[src/rtl/mvu_pe_acc_seq_if.sv]
// Handshake/bus bundle for mvu_pe_acc_seq.
//   in_v / in_rdy     : SIMD beat handshake at the adder-tree input
//   add_out           : adder-tree sum for the beat retiring this cycle
//   out_v / out_rdy   : result handshake
//   out_acc, out_last : accumulated result and end-of-frame flag
//   busy              : any beat in flight, partial sum held, or result pending
// master = upstream/downstream environment, slave = the accumulator.
interface mvu_pe_acc_seq_if #(
    parameter int unsigned TDstI = 16
) ();
    logic             in_v;
    logic             in_rdy;
    logic [TDstI-1:0] add_out;
    logic             out_v;
    logic             out_rdy;
    logic [TDstI-1:0] out_acc;
    logic             out_last;
    logic             busy;

    modport master (
        output in_v, add_out, out_rdy,
        input  in_rdy, out_v, out_acc, out_last, busy
    );

    modport slave (
        input  in_v, add_out, out_rdy,
        output in_rdy, out_v, out_acc, out_last, busy
    );
endinterface

[src/rtl/mvu_pe_acc_seq.sv]
// MVU processing-element accumulator sequencer.
// Counts SF adder beats per result, tracks each accepted beat through an
// ADD_LAT-deep valid/last delay line so its add_out is summed on arrival, and
// presents one result per SF beats with out_last on the NF-th result of a frame.
// Ports: clk, rst_n (synchronous, active-low), bus (mvu_pe_acc_seq_if.slave).
// Optional build macro MVU_PE_ACC_SAT_EN: saturate every addition to the signed
// TDstI range instead of wrapping.
module mvu_pe_acc_seq #(
    parameter int unsigned TDstI   = 16,
    parameter int unsigned SF      = 4,
    parameter int unsigned NF      = 2,
    parameter int unsigned ADD_LAT = 2
) (
    input  logic              clk,
    input  logic              rst_n,
    mvu_pe_acc_seq_if.slave   bus
);

    localparam int unsigned SF_W = (SF > 1) ? $clog2(SF) : 1;
    localparam int unsigned NF_W = (NF > 1) ? $clog2(NF) : 1;

    typedef enum logic [1:0] {IDLE, ISSUE, DRAIN} state_t;

    state_t             state;
    logic [SF_W-1:0]    sf_iss;
    logic [SF_W-1:0]    sf_iss_nx;
    logic [SF_W-1:0]    sf_ret;
    logic [NF_W-1:0]    nf_idx;
    logic [NF_W-1:0]    nf_nx;
    logic [ADD_LAT-1:0] pipe_v;
    logic [ADD_LAT-1:0] pipe_last;
    logic [TDstI-1:0]   acc;
    logic               out_v_q;
    logic [TDstI-1:0]   out_acc_q;
    logic               out_last_q;

    logic               iss_last;
    logic               in_rdy_c;
    logic               beat_acc;
    logic               ret_v;
    logic               ret_last;
    logic               ret_first;
    logic               hs;
    logic [TDstI-1:0]   sum;
    logic [TDstI-1:0]   fin;

    // Single addition, wrapping or saturating depending on the build.
    function automatic logic [TDstI-1:0] acc_add(input logic [TDstI-1:0] a,
                                                 input logic [TDstI-1:0] b);
        logic [TDstI-1:0] s;
        s = a + b;
`ifdef MVU_PE_ACC_SAT_EN
        if ((a[TDstI-1] == b[TDstI-1]) && (s[TDstI-1] != a[TDstI-1]))
            s = a[TDstI-1] ? {1'b1, {(TDstI-1){1'b0}}} : {1'b0, {(TDstI-1){1'b1}}};
`endif
        return s;
    endfunction

    // Last beats are held back while the previous result is still in flight or
    // stalled in the output register, so a retiring sum always finds it free.
    assign iss_last  = (sf_iss == SF_W'(SF - 1));
    assign in_rdy_c  = rst_n && (!iss_last ||
                       ((state != DRAIN) && (!out_v_q || bus.out_rdy)));
    assign beat_acc  = bus.in_v && in_rdy_c;
    assign ret_v     = pipe_v[ADD_LAT-1];
    assign ret_last  = pipe_last[ADD_LAT-1];
    assign ret_first = (sf_ret == '0);
    assign hs        = out_v_q && bus.out_rdy;
    assign sum       = acc_add(acc, bus.add_out);
    assign fin       = ret_first ? bus.add_out : sum;

    // Next issue count and next result index.
    always_comb begin
        sf_iss_nx = sf_iss;
        nf_nx     = nf_idx;
        if (beat_acc)
            sf_iss_nx = iss_last ? '0 : sf_iss + SF_W'(1);
        if (hs)
            nf_nx = (nf_idx == NF_W'(NF - 1)) ? '0 : nf_idx + NF_W'(1);
    end

    // Issue FSM and beat counter.
    always_ff @(posedge clk) begin
        if (!rst_n) begin
            state  <= IDLE;
            sf_iss <= '0;
        end else begin
            sf_iss <= sf_iss_nx;
            if (beat_acc && iss_last)
                state <= DRAIN;
            else if (state == DRAIN) begin
                if (ret_v && ret_last)
                    state <= (sf_iss_nx != '0) ? ISSUE : IDLE;
            end else
                state <= (sf_iss_nx != '0) ? ISSUE : IDLE;
        end
    end

    // Valid/last delay line matching the adder-tree latency.
    always_ff @(posedge clk) begin
        if (!rst_n) begin
            pipe_v    <= '0;
            pipe_last <= '0;
        end else begin
            pipe_v[0]    <= beat_acc;
            pipe_last[0] <= beat_acc && iss_last;
            for (int i = 1; i < int'(ADD_LAT); i++) begin
                pipe_v[i]    <= pipe_v[i-1];
                pipe_last[i] <= pipe_last[i-1];
            end
        end
    end

    // Retire side: partial sum, output register and frame index.
    always_ff @(posedge clk) begin
        if (!rst_n) begin
            sf_ret     <= '0;
            acc        <= '0;
            nf_idx     <= '0;
            out_v_q    <= 1'b0;
            out_acc_q  <= '0;
            out_last_q <= 1'b0;
        end else begin
            nf_idx <= nf_nx;
            if (ret_v) begin
                sf_ret <= ret_last ? '0 : sf_ret + SF_W'(1);
                acc    <= ret_last ? '0 : fin;
            end
            if (ret_v && ret_last) begin
                out_v_q    <= 1'b1;
                out_acc_q  <= fin;
                out_last_q <= (nf_nx == NF_W'(NF - 1));
            end else if (hs) begin
                out_v_q    <= 1'b0;
                out_last_q <= 1'b0;
            end
        end
    end

    assign bus.in_rdy   = in_rdy_c;
    assign bus.out_v    = out_v_q;
    assign bus.out_acc  = out_acc_q;
    assign bus.out_last = out_last_q;
    assign bus.busy     = (state != IDLE) || (|pipe_v) || out_v_q;

endmodule

[src/flat_wrapper.sv]
// flat-port wrapper written by rule: the top's interface ports become plain ports
module mvu_pe_acc_seq_flat 
#(
    parameter int unsigned TDstI   = 16,
    parameter int unsigned SF      = 4,
    parameter int unsigned NF      = 2,
    parameter int unsigned ADD_LAT = 2
)
  (clk, rst_n, bus_in_v, bus_add_out, bus_out_rdy, bus_in_rdy, bus_out_v, bus_out_acc, bus_out_last, bus_busy);
  mvu_pe_acc_seq_if #(.TDstI(TDstI)) bus_i ();
  input  logic clk;
  input  logic rst_n;
  input wire logic [$bits(bus_i.in_v)-1:0] bus_in_v;
  input wire logic [$bits(bus_i.add_out)-1:0] bus_add_out;
  input wire logic [$bits(bus_i.out_rdy)-1:0] bus_out_rdy;
  output wire logic [$bits(bus_i.in_rdy)-1:0] bus_in_rdy;
  output wire logic [$bits(bus_i.out_v)-1:0] bus_out_v;
  output wire logic [$bits(bus_i.out_acc)-1:0] bus_out_acc;
  output wire logic [$bits(bus_i.out_last)-1:0] bus_out_last;
  output wire logic [$bits(bus_i.busy)-1:0] bus_busy;
  assign bus_i.in_v = bus_in_v;
  assign bus_i.add_out = bus_add_out;
  assign bus_i.out_rdy = bus_out_rdy;
  assign bus_in_rdy = bus_i.in_rdy;
  assign bus_out_v = bus_i.out_v;
  assign bus_out_acc = bus_i.out_acc;
  assign bus_out_last = bus_i.out_last;
  assign bus_busy = bus_i.busy;
  mvu_pe_acc_seq #(.TDstI(TDstI), .SF(SF), .NF(NF), .ADD_LAT(ADD_LAT)) u_core (.clk(clk), .rst_n(rst_n), .bus(bus_i));
endmodule
[config.mk]
export PLATFORM = sky130hd
export DESIGN_NAME = mvu_pe_acc_seq_flat
export DESIGN_NICKNAME = d
export VERILOG_FILES = /design/src/rtl/mvu_pe_acc_seq_if.sv /design/src/rtl/mvu_pe_acc_seq.sv /design/src/flat_wrapper.sv
export SDC_FILE = /design/constraint.sdc
export NUM_CORES = 1
export LEC_CHECK = 0
export CAP_MARGIN = 20
export CORE_ASPECT_RATIO = 1.75
export CORE_MARGIN = 2
export CORE_UTILIZATION = 45
export CTS_BUF_LIST = sky130_fd_sc_hd__clkbuf_16
export DETAILED_ROUTE_END_ITERATION = 10
export GPL_ROUTABILITY_DRIVEN = 0
export HOLD_SLACK_MARGIN = 0.12
export PLACE_DENSITY = 0.78
export SYNTH_ARGS = -nofsm -noshare
export SYNTH_HDL_FRONTEND = slang
export SYNTH_SLANG_ARGS = --single-unit
export TNS_END_PERCENT = 100
[constraint.sdc]
create_clock -name clk -period 3.89 [get_ports clk]
set_input_delay 0.778 -clock clk [delete_from_list [all_inputs] [get_ports clk]]
set_output_delay 0.778 -clock clk [all_outputs]
set_load 0.005 [all_outputs]
==> impl_metrics.env, run 1 <==
export IMPL_status="complete, no violations"
export IMPL_coreArea_mm2=0.00554
export IMPL_core_rowCount=36
export IMPL_syn_area_mm2=0.00258
export IMPL_synthFlopType="dfxtp_1"
export IMPL_num_vias=2423
export IMPL_final_seq_area_um2=901
export IMPL_boundaryPins=40
export IMPL_relSlewSlack=0.363
export IMPL_synth_warnings=0
export IMPL_cts_repair_resize_count=0
export IMPL_final_cell_mix="45 x dfxtp_1, 39 x clkdlybuf4s50_1, 34 x a21oi_1"
export IMPL_maxSlewViolCount=0
export IMPL_drt_initial_drc_count=73
export IMPL_hold_buffers=0
export IMPL_critPathArrivalTime_ns=2.18
export IMPL_clock_path_buffers=2
export IMPL_area_growth_pct=22.6
export IMPL_synth_xor_xnor_area_share=0.0305
export IMPL_max_cap_violations=0
export IMPL_die_area_mm2=0.00639
export IMPL_nets=382
export IMPL_fmax_ghz=0.338
export IMPL_num_fill_cells=503
export IMPL_syn_num_nets=348
export IMPL_tightest_slew_ns=0.955
export IMPL_htreeDepth=2
export IMPL_grt_pass1_vias=2479
export IMPL_post_cts_setup_buffer_count=0
export IMPL_critPathSlowestCell="clkdlybuf4s50_1"
export IMPL_min_period_over_period=0.761
export IMPL_postRouteAntennaNets=0
export IMPL_finalSetupTns_ns=0
export IMPL_setup_viol=0
export IMPL_startpoint_type="primary input"
export IMPL_netlist_instances=310
export IMPL_synth_compound_area_frac=0.251
export IMPL_vias_per_cell=5.76
export IMPL_antenna_found_initial=0
export IMPL_grt_use_total=0.221
export IMPL_fin_crit_ns=2.96
export IMPL_synth_top_family_by_area="compound AO/OA/AOI/OAI gates"
export IMPL_synthSimpleGateAreaFrac=0.205
export IMPL_clock_sinks=45
export IMPL_grt_pass1_wl_um=11100
export IMPL_crit_top_cell="clkdlybuf4s50_1"
export IMPL_dr_pass1_iters=4
export IMPL_power_density_mw_per_mm2=343
export IMPL_grt_max_degree=29
export IMPL_cp_required_ns=3.11
export IMPL_peakVddDrop_v=0.000243
export IMPL_leakage_nw=1.21
export IMPL_grt_ovfl_total=0
export IMPL_synth_edf_count=0
export IMPL_worstPathCellList="clkdlybuf4s50_1, nor2b_1, o21ai_0, and2_1, clkdlybuf4s50_1"
export IMPL_wirelength_um=6750
export IMPL_critical_path_max_stage_delay_ns=0.50
export IMPL_endpoint_kind="output port"
export IMPL_cts_buffers=5
export IMPL_antenna_cells=0
export IMPL_finalHoldViolCount=0
export IMPL_rsz0062_at_grt="no"
export IMPL_die_w_um=61.3
export IMPL_yosysSeqAreaShare=0.349
export IMPL_syn_area_per_cell_um2=8.33
export IMPL_clk_pin_slew_ns=0.06
export IMPL_multiInputGateArea_mm2=0.00157
export IMPL_synthMuxAreaShare=0.0310
export IMPL_ys_types=50
export IMPL_die_y_um=104
export IMPL_synth_seq_cells=45
export IMPL_hold_path_class="reg2reg"
export IMPL_wl_per_cell_um=16.0
export IMPL_port_buffers=39
export IMPL_cts_root_buf="clkbuf_16"
export IMPL_utilization=0.572
export IMPL_drive_above_1_share=0.0580
export IMPL_tritoncts="done"
export IMPL_layout_commonest_cell="dfxtp_1"
export IMPL_ys_async_sr_fraction=0
export IMPL_start_util=0.466
export IMPL_drc=0
export IMPL_dp_hpwl_um=4870
export IMPL_crit_type="in2out"
export IMPL_clock_latency_ns=0.29
export IMPL_clock_skew_ns=0.00188
export IMPL_crit_fanout=2
export IMPL_synth_adder_area_share=0.0901
critical path, delay by kind of cell:
family,cells,cell delay (ns)
AO/OA/AOI/OAI,1,0.21
buffers and inverters,2,0.97
AND/OR/NAND/NOR,2,0.23
per-layer routing:
metal	part of all wire	wire [um]	global-route usage
met1	0.39	2640	0.252
met3	0.036	245	0.0373
met4	0.041	276	0.109
met2	0.53	3590	0.377
met5	0	0	0
path summary, 6_finish.rpt:
kind                                           start                             endpoint  slack, ns  cells past startpoint
setup reg to reg       u_core.sf_ret[0]$_SDFFE_PN0P_  u_core.bus.out_acc[12]$_SDFFE_PN0P_       1.39                      7
setup / recovery                         bus_out_rdy                           bus_in_rdy       0.93                      5
hold / removal    u_core.bus.out_acc[7]$_SDFFE_PN0P_   u_core.bus.out_acc[7]$_SDFFE_PN0P_       0.46                      2
hold reg to reg   u_core.bus.out_acc[7]$_SDFFE_PN0P_   u_core.bus.out_acc[7]$_SDFFE_PN0P_       0.46                      2
through the flow:
| stage | instance area, um^2 | std cells | worst slack (ns) | power, W | hold slack (ns) |
|---|---|---|---|---|---|
| finish | 3170 | 421 | 0.930 | 0.00109 | 0.458 |
| global route | 3170 | 421 | 0.802 | 0.00112 | 0.480 |
| CTS | 3170 | 421 | 0.905 | 0.00109 | 0.453 |
| detailed placement | 3020 | 413 | 0.691 | 0.000662 | 0.438 |
| global placement | 3020 | 413 | 0.745 | 0.000655 | 0.418 |
| floorplan | 2580 | 310 | 1.34 | 0.000604 | 0.412 |
cells in the mapped netlist, types with 5 or more instances:
cell type,n,share of area
nand3b_1,8,0.023
nor2_1,21,0.031
and2_1,9,0.022
nand4_1,5,0.012
ha_1,17,0.082
dfxtp_1,45,0.35
o21ai_1,5,0.0097
o21ai_0,23,0.045
o211ai_1,8,0.023
xnor2_1,7,0.024
mux2i_1,8,0.031
a21oi_1,34,0.066
nand3_1,5,0.0097
nor2b_1,5,0.012
inv_1,13,0.019
nand2_1,31,0.045
clkbuf_1,10,0.015
nand2b_1,6,0.015
registers in the layout, indices dropped and copies added (netlist names):
signal               flops
u_core.acc              16
u_core.bus.out_acc      16
u_core.bus.out_last      1
u_core.sf_ret            2
u_core.sf_iss            2
u_core.bus.out_v         1
u_core.state             2
u_core.pipe_last         2
u_core.pipe_v            2
u_core.nf_idx            1
cells by family after synthesis:
kind of cell / after synthesis
compound gates: 99
xor+xnor: 9
fa+ha+maj: 18
buf+inv: 27
flops: 45
mux: 8
simple gates: 104
layout make-up:
cell class | instances | area share
repair buffers | 41 | 0.128
well taps | 76 | 0.0300
clock inverters | 3 | 0.00672
inverters | 13 | 0.0154
flip-flops and latches | 45 | 0.284
clock buffers | 5 | 0.0395
multi-input cells | 238 | 0.496
power breakdown:
| part | total [W] | internal (W) | switching [W] |
|---|---|---|---|
| Clock | 0.000431 | 0.000239 | 0.000191 |
| Sequential | 0.000482 | 0.000474 | 0.00000805 |
| Combinational | 0.000173 | 0.0000739 | 0.0000992 |
No activity file was read; power rests on OpenSTA's default activity.
==> inputs of run 2 (changes only) <==
--- a/config.mk
+++ b/config.mk
@@ -13,7 +13,7 @@
 export DETAILED_ROUTE_END_ITERATION = 10
 export GPL_ROUTABILITY_DRIVEN = 0
 export HOLD_SLACK_MARGIN = 0.12
-export PLACE_DENSITY = 0.78
+export PLACE_DENSITY = 0.8
 export SYNTH_ARGS = -nofsm -noshare
 export SYNTH_HDL_FRONTEND = slang
 export SYNTH_SLANG_ARGS = --single-unit
==> constraint.sdc (replaced) <==
create_clock -name clk -period 2.7 [get_ports clk]
set_input_delay 0.54 -clock clk [delete_from_list [all_inputs] [get_ports clk]]
set_output_delay 0.54 -clock clk [all_outputs]
set_load 0.005 [all_outputs]
==> run 2 against run 1 <==
  * Core utilization is 2.1 points higher
  * Sequential power rose by 44%
  * Critical path depth up 3
  * Global-route usage is 0.11 points higher
  * First-iteration DRC count increased by 6.8%
  * Sequential share of layout area is 1.0 points lower
  * Critical path type is now in2reg
==> impl_metrics.env, run 2 (synthesized netlist as in run 1, its figures left out) <==
export IMPL_drive_above_1_share=0.100
export IMPL_clock_latency_ns=0.29
export IMPL_dr_pass1_iters=4
export IMPL_postRouteAntennaNets=0
export IMPL_tightest_slew_ns=0.626
export IMPL_clock_skew_ns=0.00466
export IMPL_clock_path_buffers=2
export IMPL_die_area_mm2=0.00639
export IMPL_crit_top_cell="a211oi_2"
export IMPL_status="complete, no violations"
export IMPL_grt_pass1_vias=2512
export IMPL_tritoncts="done"
export IMPL_critical_path_max_stage_delay_ns=0.45
export IMPL_dp_hpwl_um=4940
export IMPL_antenna_found_initial=0
export IMPL_htreeDepth=2
export IMPL_clk_pin_slew_ns=0.07
export IMPL_fmax_ghz=0.393
export IMPL_hold_buffers=0
export IMPL_drc=0
export IMPL_leakage_nw=1.28
export IMPL_critPathSlowestCell="clkdlybuf4s50_1"
export IMPL_clock_sinks=45
export IMPL_grt_busiest_layer="met2"
export IMPL_wl_per_cell_um=15.4
export IMPL_rsz0062_at_grt="no"
export IMPL_num_fill_cells=506
export IMPL_layout_commonest_cell="dfxtp_1"
export IMPL_wirelength_um=6700
export IMPL_post_cts_setup_buffer_count=0
export IMPL_crit_type="in2reg"
export IMPL_grt_use_total=0.223
export IMPL_final_seq_area_um2=901
export IMPL_endpoint_kind="flip-flop"
export IMPL_maxSlewViolCount=0
export IMPL_critPathArrivalTime_ns=2.76
export IMPL_crit_fanout=5
export IMPL_finalHoldViolCount=0
export IMPL_use_met3=0.0336
export IMPL_cp_required_ns=2.92
export IMPL_antenna_cells=0
export IMPL_start_util=0.466
export IMPL_coreArea_mm2=0.00554
export IMPL_cts_root_buf="clkbuf_16"
export IMPL_boundaryPins=40
export IMPL_multiInputGateArea_mm2=0.00158
export IMPL_core_rowCount=36
export IMPL_peakVddDrop_v=0.000504
export IMPL_cts_buffers=5
export IMPL_fin_crit_ns=2.54
export IMPL_finalNonFillerCells=435
export IMPL_use_met1=0.253
export IMPL_die_w_um=61.3
export IMPL_finalSetupTns_ns=0
export IMPL_grt_max_degree=28
export IMPL_drt_initial_drc_count=78
export IMPL_vias_per_cell=5.68
export IMPL_fin_ws_ns=0.157
export IMPL_power_density_mw_per_mm2=485
export IMPL_placed_cell_area_mm2=0.00313
export IMPL_worstPathCellList="clkdlybuf4s50_1, ha_1, nand3_2, a211oi_2, o21ai_1, a211o_1, and2_1, a211oi_2"
export IMPL_relSlewSlack=0.582
export IMPL_max_cap_violations=0
export IMPL_gr_usage_met2=0.386
export IMPL_num_vias=2471
export IMPL_die_y_um=104
export IMPL_place_ws_ns=-0.193
export IMPL_setup_viol=0
export IMPL_final_cell_mix="45 x dfxtp_1, 39 x clkdlybuf4s50_1, 33 x a21oi_1"
export IMPL_nets=396
export IMPL_grt_pass1_wl_um=11100
export IMPL_area_growth_pct=27.0
export IMPL_port_buffers=39
export IMPL_grt_ovfl_total=0
export IMPL_min_period_over_period=0.942
export IMPL_startpoint_type="primary input"
export IMPL_placed_cells=427
export IMPL_stdcell_area_mm2=0.00328
export IMPL_hold_path_class="reg2reg"
run 2: cell types whose count changed in the layout (fill, tap and decap cells not counted), sizes merged:
cell	previous run	this run
buf	2	16
run 2: cell type report:
cell class              count  share of cell area
multi-input cells         238               0.480
inverters                  13              0.0149
clock inverters             3             0.00762
well taps                  76              0.0290
clock buffers               5              0.0381
repair buffers             55               0.156
flip-flops and latches     45               0.274
run 2: critical path: cells and delay by family:
| kind | cells | cell delay [ns] |
|---|---|---|
| and+or+nand+nor | 2 | 0.33 |
| buffers and inverters | 1 | 0.45 |
| adders and majority gates | 1 | 0.43 |
| AOI/OAI and AO/OA | 4 | 1.00 |
run 2: worst paths after layout:
check                            startpoint                             endpoint  slack, ns  cells past startpoint
max                          bus_add_out[2]  u_core.bus.out_acc[15]$_SDFFE_PN0P_       0.16                      8
min          u_core.pipe_last[0]$_SDFF_PN0_       u_core.pipe_last[1]$_SDFF_PN0_       0.43                      1
max reg2reg      u_core.acc[0]$_SDFFE_PN0P_  u_core.bus.out_acc[12]$_SDFFE_PN0P_       0.56                      8
min reg2reg  u_core.pipe_last[0]$_SDFF_PN0_       u_core.pipe_last[1]$_SDFF_PN0_       0.43                      1
run 2: timing repair:
| action | in CTS | in global routing |
|---|---|---|
| resized for setup | 0 | 2 |
| endpoints found under the hold margin | 0 | 0 |
| setup endpoints to repair | 0 | 6 |
run 2: power by group:
part	leakage (nW)	total (W)	internal, W	switching, W
Clock	0.0704	0.000633	0.000348	0.000285
Combinational	0.846	0.000263	0.000120	0.000143
Sequential	0.365	0.000696	0.000683	0.0000138
run 2: through the flow:
step           hold WS (ns)   util  power (W)
3_3_place_gp          0.416  0.564   0.000963
3_5_place_dp          0.421  0.564   0.000969
5_1_grt               0.452  0.592    0.00165
2_1_floorplan         0.412      -   0.000870
4_1_cts               0.440  0.591    0.00159
6_report              0.434  0.592    0.00159
run 2: layer usage:
layer / part of all wire / vias to the layer above
met2: 0.53 / 80
met5: 0 / -
met3: 0.039 / 23
met4: 0.030 / 0
li1: - / 1206
met1: 0.40 / 1162
